==> src/rtl/mc_seq.sv <==
// mc_seq: multi-cycle fetch/execute sequencer for the RV32 core.
//
// This block owns the program counter, the instruction register, the
// retired-instruction counter, and the sticky halt and bus-error flags.
// It fetches each instruction over a valid/ready instruction-memory
// handshake and latches it into inst. The external combinational decode
// and datapath read inst and return decode flags plus pc_next. Loads and
// stores use a second valid/ready handshake to data memory. Each
// instruction then retires through a single write-back cycle.
//
// Ports:
//   clk, rst          clock; synchronous active-high reset
//   imem_req_valid    fetch request, imem_addr valid while high
//   imem_req_ready    instruction memory accepts the request
//   imem_addr         fetch address (always equals pc)
//   imem_rsp_valid    instruction data valid
//   imem_rsp_data     fetched instruction
//   inst              latched instruction driving decode
//   pc                current program counter
//   dec_is_load       decoded load
//   dec_is_store      decoded store
//   dec_is_ebreak     decoded ebreak
//   dec_reg_write     decoded register-file write
//   pc_next           next PC computed by the datapath
//   dmem_req_valid    data memory request
//   dmem_req_ready    data memory accepts the request
//   dmem_we           store request (qualified by dmem_req_valid)
//   dmem_rsp_valid    load data valid / store completion
//   dmem_rsp_data     load data
//   ld_data           latched load data for register-file writeback
//   rf_we             gated register-file write enable (write-back only)
//   retire            one-cycle pulse per retired instruction
//   instret           retired-instruction count
//   halted            sticky, set by ebreak
//   bus_err           sticky, set by handshake timeout or misaligned pc_next
module mc_seq #(
    parameter int              XLEN     = 32,
    parameter logic [XLEN-1:0] RESET_PC = 32'h8000_0000,
    parameter int              TIMEOUT  = 255,
    parameter int              CNT_W    = 64
) (
    input  logic             clk,
    input  logic             rst,
    output logic             imem_req_valid,
    input  logic             imem_req_ready,
    output logic [XLEN-1:0]  imem_addr,
    input  logic             imem_rsp_valid,
    input  logic [31:0]      imem_rsp_data,
    output logic [31:0]      inst,
    output logic [XLEN-1:0]  pc,
    input  logic             dec_is_load,
    input  logic             dec_is_store,
    input  logic             dec_is_ebreak,
    input  logic             dec_reg_write,
    input  logic [XLEN-1:0]  pc_next,
    output logic             dmem_req_valid,
    input  logic             dmem_req_ready,
    output logic             dmem_we,
    input  logic             dmem_rsp_valid,
    input  logic [XLEN-1:0]  dmem_rsp_data,
    output logic [XLEN-1:0]  ld_data,
    output logic             rf_we,
    output logic             retire,
    output logic [CNT_W-1:0] instret,
    output logic             halted,
    output logic             bus_err
);

    // The wait counter only has to reach TIMEOUT, so it is sized to hold that value.
    localparam int WAIT_W = (TIMEOUT > 1) ? $clog2(TIMEOUT + 1) : 1;
    localparam logic [WAIT_W-1:0] WAIT_MAX = WAIT_W'(TIMEOUT);

    typedef enum logic [2:0] {
        FETCH,
        WAIT_I,
        EXEC,
        MEM,
        WAIT_D,
        WB,
        HALT,
        ERR
    } state_t;

    state_t            state;
    state_t            state_next;
    logic [WAIT_W-1:0] wait_cnt;
    logic              wait_state;
    logic              exit_cond;
    logic              timed_out;
    logic              pc_misaligned;

    assign pc_misaligned = (pc_next[1:0] != 2'b00);

    always_ff @(posedge clk) begin
        if (rst) begin
            state    <= FETCH;
            pc       <= RESET_PC;
            inst     <= 32'h0000_0013;
            ld_data  <= '0;
            instret  <= '0;
            halted   <= 1'b0;
            bus_err  <= 1'b0;
            wait_cnt <= '0;
        end else begin
            state <= state_next;

            // Any state change clears the counter. This covers entry into each
            // handshake state. While stalled in a handshake state it counts.
            if (state_next != state) begin
                wait_cnt <= '0;
            end else if (wait_state) begin
                wait_cnt <= wait_cnt + WAIT_W'(1);
            end

            if (state == WAIT_I && imem_rsp_valid) begin
                inst <= imem_rsp_data;
            end

            if (state == WAIT_D && dmem_rsp_valid && dec_is_load) begin
                ld_data <= dmem_rsp_data;
            end

            // A misaligned target still retires, but the PC keeps pointing
            // at the faulting instruction so it can be inspected.
            if (state == WB) begin
                instret <= instret + CNT_W'(1);
                if (!pc_misaligned) begin
                    pc <= pc_next;
                end
            end

            if (state_next == HALT) begin
                halted <= 1'b1;
            end

            if (state_next == ERR) begin
                bus_err <= 1'b1;
            end
        end
    end

    // Outputs are gated by rst so the reset cycle never shows a request,
    // write enable or retire pulse, whatever state the register held.
    always_comb begin
        state_next     = state;
        wait_state     = 1'b0;
        exit_cond      = 1'b0;
        imem_req_valid = 1'b0;
        dmem_req_valid = 1'b0;
        dmem_we        = 1'b0;
        rf_we          = 1'b0;
        retire         = 1'b0;

        case (state)
            FETCH: begin
                wait_state     = 1'b1;
                exit_cond      = imem_req_ready;
                imem_req_valid = !rst;
                if (imem_req_ready) begin
                    state_next = WAIT_I;
                end
            end
            WAIT_I: begin
                wait_state = 1'b1;
                exit_cond  = imem_rsp_valid;
                if (imem_rsp_valid) begin
                    state_next = EXEC;
                end
            end
            EXEC: begin
                if (dec_is_ebreak) begin
                    state_next = HALT;
                end else if (dec_is_load || dec_is_store) begin
                    state_next = MEM;
                end else begin
                    state_next = WB;
                end
            end
            MEM: begin
                wait_state     = 1'b1;
                exit_cond      = dmem_req_ready;
                dmem_req_valid = !rst;
                dmem_we        = !rst && dec_is_store;
                if (dmem_req_ready) begin
                    state_next = WAIT_D;
                end
            end
            WAIT_D: begin
                wait_state = 1'b1;
                exit_cond  = dmem_rsp_valid;
                if (dmem_rsp_valid) begin
                    state_next = WB;
                end
            end
            WB: begin
                retire = !rst;
                rf_we  = !rst && dec_reg_write;
                if (pc_misaligned) begin
                    state_next = ERR;
                end else begin
                    state_next = FETCH;
                end
            end
            HALT: begin
                state_next = HALT;
            end
            ERR: begin
                state_next = ERR;
            end
            default: begin
                state_next = ERR;
            end
        endcase

        // If the exit condition is true on the cycle the limit is reached,
        // the handshake completes normally instead of timing out.
        timed_out = (TIMEOUT != 0) && wait_state && !exit_cond && (wait_cnt == WAIT_MAX);
        if (timed_out) begin
            state_next = ERR;
        end
    end

    assign imem_addr = pc;

endmodule

==> config.mk <==
export PLATFORM = sky130hd
export DESIGN_NAME = mc_seq
export DESIGN_NICKNAME = d
export VERILOG_FILES = /design/src/rtl/mc_seq.sv
export SDC_FILE = /design/constraint.sdc
export NUM_CORES = 1
export LEC_CHECK = 0
export BUFFER_PORTS_ARGS = -buffer_cell sky130_fd_sc_hd__buf_2
export CORE_MARGIN = 3
export CORE_UTILIZATION = 43
export DETAILED_ROUTE_END_ITERATION = 7
export PLACE_DENSITY = 0.73
export SLEW_MARGIN = 40
export SYNTH_ARGS = -nofsm -noshare
export SYNTH_HDL_FRONTEND = slang
export SYNTH_SLANG_ARGS = --single-unit
==> constraint.sdc <==
create_clock -name clk -period 2.11 [get_ports clk]
set_input_delay 0.211 -clock clk [delete_from_list [all_inputs] [get_ports clk]]
set_output_delay 0.211 -clock clk [all_outputs]
set_load 0.1 [all_outputs]
==> impl_metrics.toml, run 1 <==
[outcome]
status = "complete, no violations"

[synth]
syn_inst = 916
synth_compound_area_frac = 0.1266
synthXorXnorAreaFrac = 0.04372
synthTopCellsByArea = "dfxtp_1 47%, nand2_1 11%, a21oi_1 8.6%, buf_4 3.5%, nor2_1 3.0%"
synth-simple-area-share = 0.2880
postSynthAreaPerCell_um2 = 8.092
synthTopCellsByCount = "224 x nand2_1, 173 x dfxtp_1, 128 x a21oi_1"
synth_top_area_frac = 0.4673
synth.most_common_cell = "nand2_1"
synthAdderAreaFrac = 0.003376
muxShareOfSynthArea = 0.004220
synth_edf_count = 0
synth_area_mm2 = 0.007412
synth_ff_type = "dfxtp_1"
ys_async_sr_fraction = 0
synth-warning-count = 0
synth_top_family_by_area = "simple AND/OR/NAND/NOR gates"
ys_seq_area_frac = 0.4673
synth_top_area_cell = "dfxtp_1"
ys_types = 52
syn-num-nets = 1024
ys_ff_latch = 173

[worst_setup_path]
cpMostUsedCell = "buf_4"
crit_cells = 7
worstPathRequired_ns = 2.45
r2r_slack_ns = 0.09
cp.buffers_inverters = 2
path_cells = "nand4_4, nor4_4, buf_4, nand4_2, buf_4, or4_1, a21oi_1"
critPathArrivalTime_ns = 2.36
cp_top_family = "simple AND/OR/NAND/NOR gates"
cp_slowest_cell = "or4_1"
start_kind = "flop"
worstSetupPathType = "reg -> reg"
slowest_delay_ns = 0.49
ff2ff_path_depth = 7
cp_max_fo = 18
setup.worst_path.end_class = "flop"

[floorplan]
die_x_um = 137.3
dieHeight_um = 137.3
rows = 47
ios = 305
start_util = 0.4438
core_mm2 = 0.01670
die_area_mm2 = 0.01885

[timing]
worst_slew_pin_slew_ns = 0.6735
setup_viol = 0
max_freq_mhz = 495.3
maxSlewViolCount = 0
fin_crit_sh = 0.9568
period_needed_ns = 2.019
hold_viol = 0
slew_headroom = 0.5510
fin_tns_setup_ns = 0
rsz0062_at_grt = "no"
fin_skew_ns = 0.008485

[clock_tree]
cts_buffers = 17
cts.sinks = 173
path_clk_slew_ns = 0.07
h-tree-depth = 4
clk_latency_ns = 0.43
cts_tree = "yes"
clk_path_buf_depth = 2
cts_root_buffer = "clkbuf_16"

[final_layout]
nNetsFinal = 1316
final_area_mm2 = 0.01015
drive_gt1_frac = 0.3792
fillers = 1507
area_growth_pct = 37.00
seqCellArea_mm2 = 0.003650
finalNonFillerCells = 1444
multi_input_area_mm2 = 0.003537

[pwr]
p_leak_nw = 4.383
peakVddDrop_mv = 0.6043
p_per_area_mw_per_mm2 = 720.9
fin_total_pwr_w = 0.007320

[route]
drtPass1Iterations = 5
ant_nets = 0
routed_wl_um = 21920
vias_per_cell = 5.056
num_vias = 7301
drtIter0Drc = 466
drc_errors = 0
wl_per_cell_um = 15.18

[placed_design]
placed_area_mm2 = 0.009434
gp_congestion = 0.8715
io_buffer_count = 304
hpwl_um = 15980
place_inst = 1399

[global_routing]
grt_util_all_layers = 0.2211
grt_max_degree = 83
busiest_layer = "met2"
overflow = 0
use_met3 = 0.05442
grtUsageMet1 = 0.2804
grt_pass1_vias = 6482
antenna_found_initial = 2
grt_pass1_wl_um = 33090
use_met2 = 0.3676

[hold_path]
hold_depth = 3
hp-class = "in -> reg"

[run]
max-cap-violations = 0
-- stage by stage --
step | util | setup slack [ns] | hold slack (ns)
after floorplan | - | 0.004309 | 0.3352
after global placement | 0.5649 | 0.1255 | 0.4194
after detailed placement | 0.5649 | 0.06599 | 0.4278
after CTS | 0.6065 | 0.01509 | 0.0004253
after global routing | 0.6079 | 0.002275 | 0.0003177
final | 0.6080 | 0.09115 | 0.01351
-- worst min-delay path: stages --
cell and delay (ns):
buf_2 0.08, nand2_1 0.04, nand3b_1 0.07
-- cell usage in the layout (no fill, tap or decap), drive strengths merged, types with 3 or more instances in the layout --
cell type / instances
and3: 8
nor4: 11
clkbuf: 19
nand3: 29
diode: 3
or3: 18
dlygate4sd3: 9
nand2: 224
and4: 6
buf: 346
nor2: 59
and2: 3
o41ai: 4
or4: 12
nor2b: 5
xnor2: 14
nand2b: 6
o21ai: 23
inv: 17
clkinv: 3
o31ai: 12
a21oi: 128
nand4: 25
nand3b: 6
dfxtp: 173
nand4bb: 3
nor3: 11
xor2: 23
-- flip-flops by register name, summed over array words and instances (netlist names) --
name and count:
halted 1, state 3, bus_err 1, ld_data 32, instret 64, inst 32
imem_addr 32, wait_cnt 8
-- layer usage --
layer  wire, µm  share of wire
met2      10810           0.49
met1       9435           0.43
met4        373          0.017
met5          0              0
met3       1299          0.059
-- report_power, final --
| part | internal [W] | leakage [nW] | total [W] | switching [W] |
|---|---|---|---|---|
| clock | 0.00184 | 0.292 | 0.00319 | 0.00135 |
| sequential | 0.00326 | 1.44 | 0.00330 | 0.0000344 |
| combinational | 0.000231 | 2.65 | 0.000830 | 0.000599 |
| total | 0.00533 | 4.38 | 0.00732 | 0.00199 |
-- kinds of logic after synthesis --
logic type      count (synthesis)
buf+inv                        93
mux                             3
flops                         173
fa+ha+maj                       2
compound gates                174
simple gates                  434
xor+xnor                       37
-- final cells by class --
class,count,area share
tap,220,0.02711
timing repair buffer,355,0.2008
multi-input combinational,650,0.3483
inverter,11,0.004066
clock inverter,13,0.01479
sequential,173,0.3594
clock buffer,19,0.04473
antenna,3,0.0007393
-- path summary, 6_finish.rpt --
path | from | end
worst max-delay path | instret[10] | instret[43]
worst min-delay path | imem_rsp_data[1] | inst[1]
worst max register to register | instret[10] | instret[43]
worst min register to register | inst[14] | inst[14]
-- what timing repair did --
item                       in CTS  in global routing
resized for setup               0                  4
hold buffers                    9                  0
setup buffers                   0                  1
setup endpoints to repair       0                 25
hold endpoints to repair        9                  0
Power figures use the tool's default switching activity.
==> run 2: changes to the inputs <==
- PLACE_DENSITY: 0.73 -> 0.76
- RECOVER_POWER: default -> 100
- clock period: 2.11 -> 1.8 ns (I/O delays scaled with it)
==> run 2 against run 1 <==
  * The flow now finishes with violations (setup timing)
  * Non-clock buffer count grew 173
  * Core utilization grew 12 points
  * Clock power grew 18%
  * Cell area grew 19%
  * Maximum frequency grew 3.6%
  * Register-to-register slack lost 0.24 ns
  * Worst setup slack lost 0.24 ns
  * Critical endpoint is now instret[56]
==> impl_metrics.toml, run 2 (same netlist as run 1, synthesis figures left out) <==
[outcome]
status = "complete, but fails checks"
violations = "setup timing"

[final_layout]
drive_gt1_frac = 0.4329
area_growth_pct = 63.57
layout_commonest_cell = "buf_2"
layout_common_cells = "298 x buf_2, 222 x nand2_1, 121 x a21oi_1"
largest_reg_flops = 64
diodes = 0
nNetsFinal = 1489
top_register = "instret"
fillers = 1173

[timing]
layout_setup_ws_ns = -0.1493
setup_viol = 36
maxSlewViolCount = 0
period_needed_ns = 1.949
fin_skew_ns = 0.007428
max_freq_mhz = 513.0
worst_slew_pin_slew_ns = 0.5384
slew_headroom = 0.6436
hold_viol = 0
fin_crit_sh = 1.083
rsz0062_at_grt = "yes"

[placed_design]
post-place-ws_ns = -0.1890
gp_congestion = 0.8759
hpwl_um = 16630
io_buffer_count = 304

[global_routing]
grt_util_all_layers = 0.2670
antenna_found_initial = 0
overflow = 0
grt_pass1_wl_um = 40350
grt_pass1_vias = 8195
grt_max_degree = 75

[run]
max-cap-violations = 0

[route]
num_vias = 8576
ant_nets = 0
routed_wl_um = 27100
wl_per_cell_um = 16.80
drtIter0Drc = 596
vias_per_cell = 5.317
drc_errors = 0
drtPass1Iterations = 6

[hold_path]
hp-class = "in -> reg"

[worst_setup_path]
crit_start = "instret[4]"
r2r_slack_ns = -0.15
r2r_end = "instret[56]"
cp_max_fo = 4
worstPathRequired_ns = 2.15
worstSetupPathType = "reg -> reg"
critPathArrivalTime_ns = 2.30
setup.worst_path.end_class = "flop"
crit_end = "instret[56]"
ff2ff_path_depth = 7
rr_startpoint = "instret[4]"
start_kind = "flop"

[floorplan]
core_mm2 = 0.01670
rows = 47
die_x_um = 137.3
start_util = 0.4438
dieHeight_um = 137.3
ios = 305
die_area_mm2 = 0.01885

[clock_tree]
cts_root_buffer = "clkbuf_16"
cts_tree = "yes"
cts.sinks = 173
h-tree-depth = 4
path_clk_slew_ns = 0.06
clk_path_buf_depth = 2
clk_latency_ns = 0.43
cts_buffers = 17

[pwr]
fin_total_pwr_w = 0.008884
peakVddDrop_mv = 0.6794
p_per_area_mw_per_mm2 = 732.8
p_leak_nw = 5.384
==> run 2: per-layer routing <==
metal / part of all wire / vias up / wire length, µm / track usage
met3: 0.071 / 69 / 1922 / 0.07268
met2: 0.51 / 385 / 13950 / 0.4725
met1: 0.39 / 4086 / 10450 / 0.3076
li1: - / 4036 / - / -
met4: 0.029 / 0 / 773 / 0.09867
met5: 0 / - / 0 / 0
==> run 2: report_power, final <==
| part | switching [W] | internal, W | leakage [nW] |
|---|---|---|---|
| Sequential | 0.0000505 | 0.00381 | 1.45 |
| Clock | 0.00157 | 0.00220 | 0.301 |
| Combinational | 0.000792 | 0.000457 | 3.64 |
==> run 2: worst min-delay path by stage <==
stage          cells after the start        startpoint         end
2_1_floorplan                      2  imem_rsp_data[0]     inst[0]
3_3_place_gp                       3  imem_rsp_data[4]     inst[4]
3_5_place_dp                       3  imem_rsp_data[4]     inst[4]
4_1_cts                            3  dmem_rsp_data[4]  ld_data[4]
5_1_grt                            3  dmem_rsp_data[4]  ld_data[4]
6_report                           3  dmem_rsp_data[4]  ld_data[4]
==> run 2: stage by stage <==
step	setup TNS (ns)	hold slack (ns)	util	area (µm²)	std cells
floorplan	-5.629	0.3042	-	7831	916
global placement	-2.539	0.3898	0.6063	10130	1468
detailed placement	-4.646	0.3968	0.6063	10130	1468
CTS	-0.7866	0.0005368	0.7050	11770	1598
global route	-7.173	0.01270	0.7260	12120	1613
finish	-2.636	0.01474	0.7260	12120	1613
==> run 2: final cells by class <==
class / count / area, µm² / area share
multi-input combinational: 650 / 3855 / 0.3180
sequential: 173 / 3685 / 0.3039
timing repair buffer: 528 / 3657 / 0.3017
clock buffer: 22 / 518.0 / 0.04272
tap: 220 / 275.3 / 0.02270
clock inverter: 9 / 92.59 / 0.007637
inverter: 11 / 41.29 / 0.003406
==> run 2: critical path, stage by stage, from the launching register on <==
cell,delay (ns)
dfxtp_4,0.34
nand4_1,0.15
buf_4,0.19
nor4_4,0.27
buf_4,0.18
nand4_1,0.19
or3_1,0.39
a21oi_2,0.16
==> run 2: what timing repair did <==
action	CTS	global route
pin swaps	24	39
hold buffers	86	0
endpoints found under the setup margin	62	57
gates cloned	0	1
endpoints found under the hold margin	86	0
setup buffers	16	14
gates resized for setup	23	47
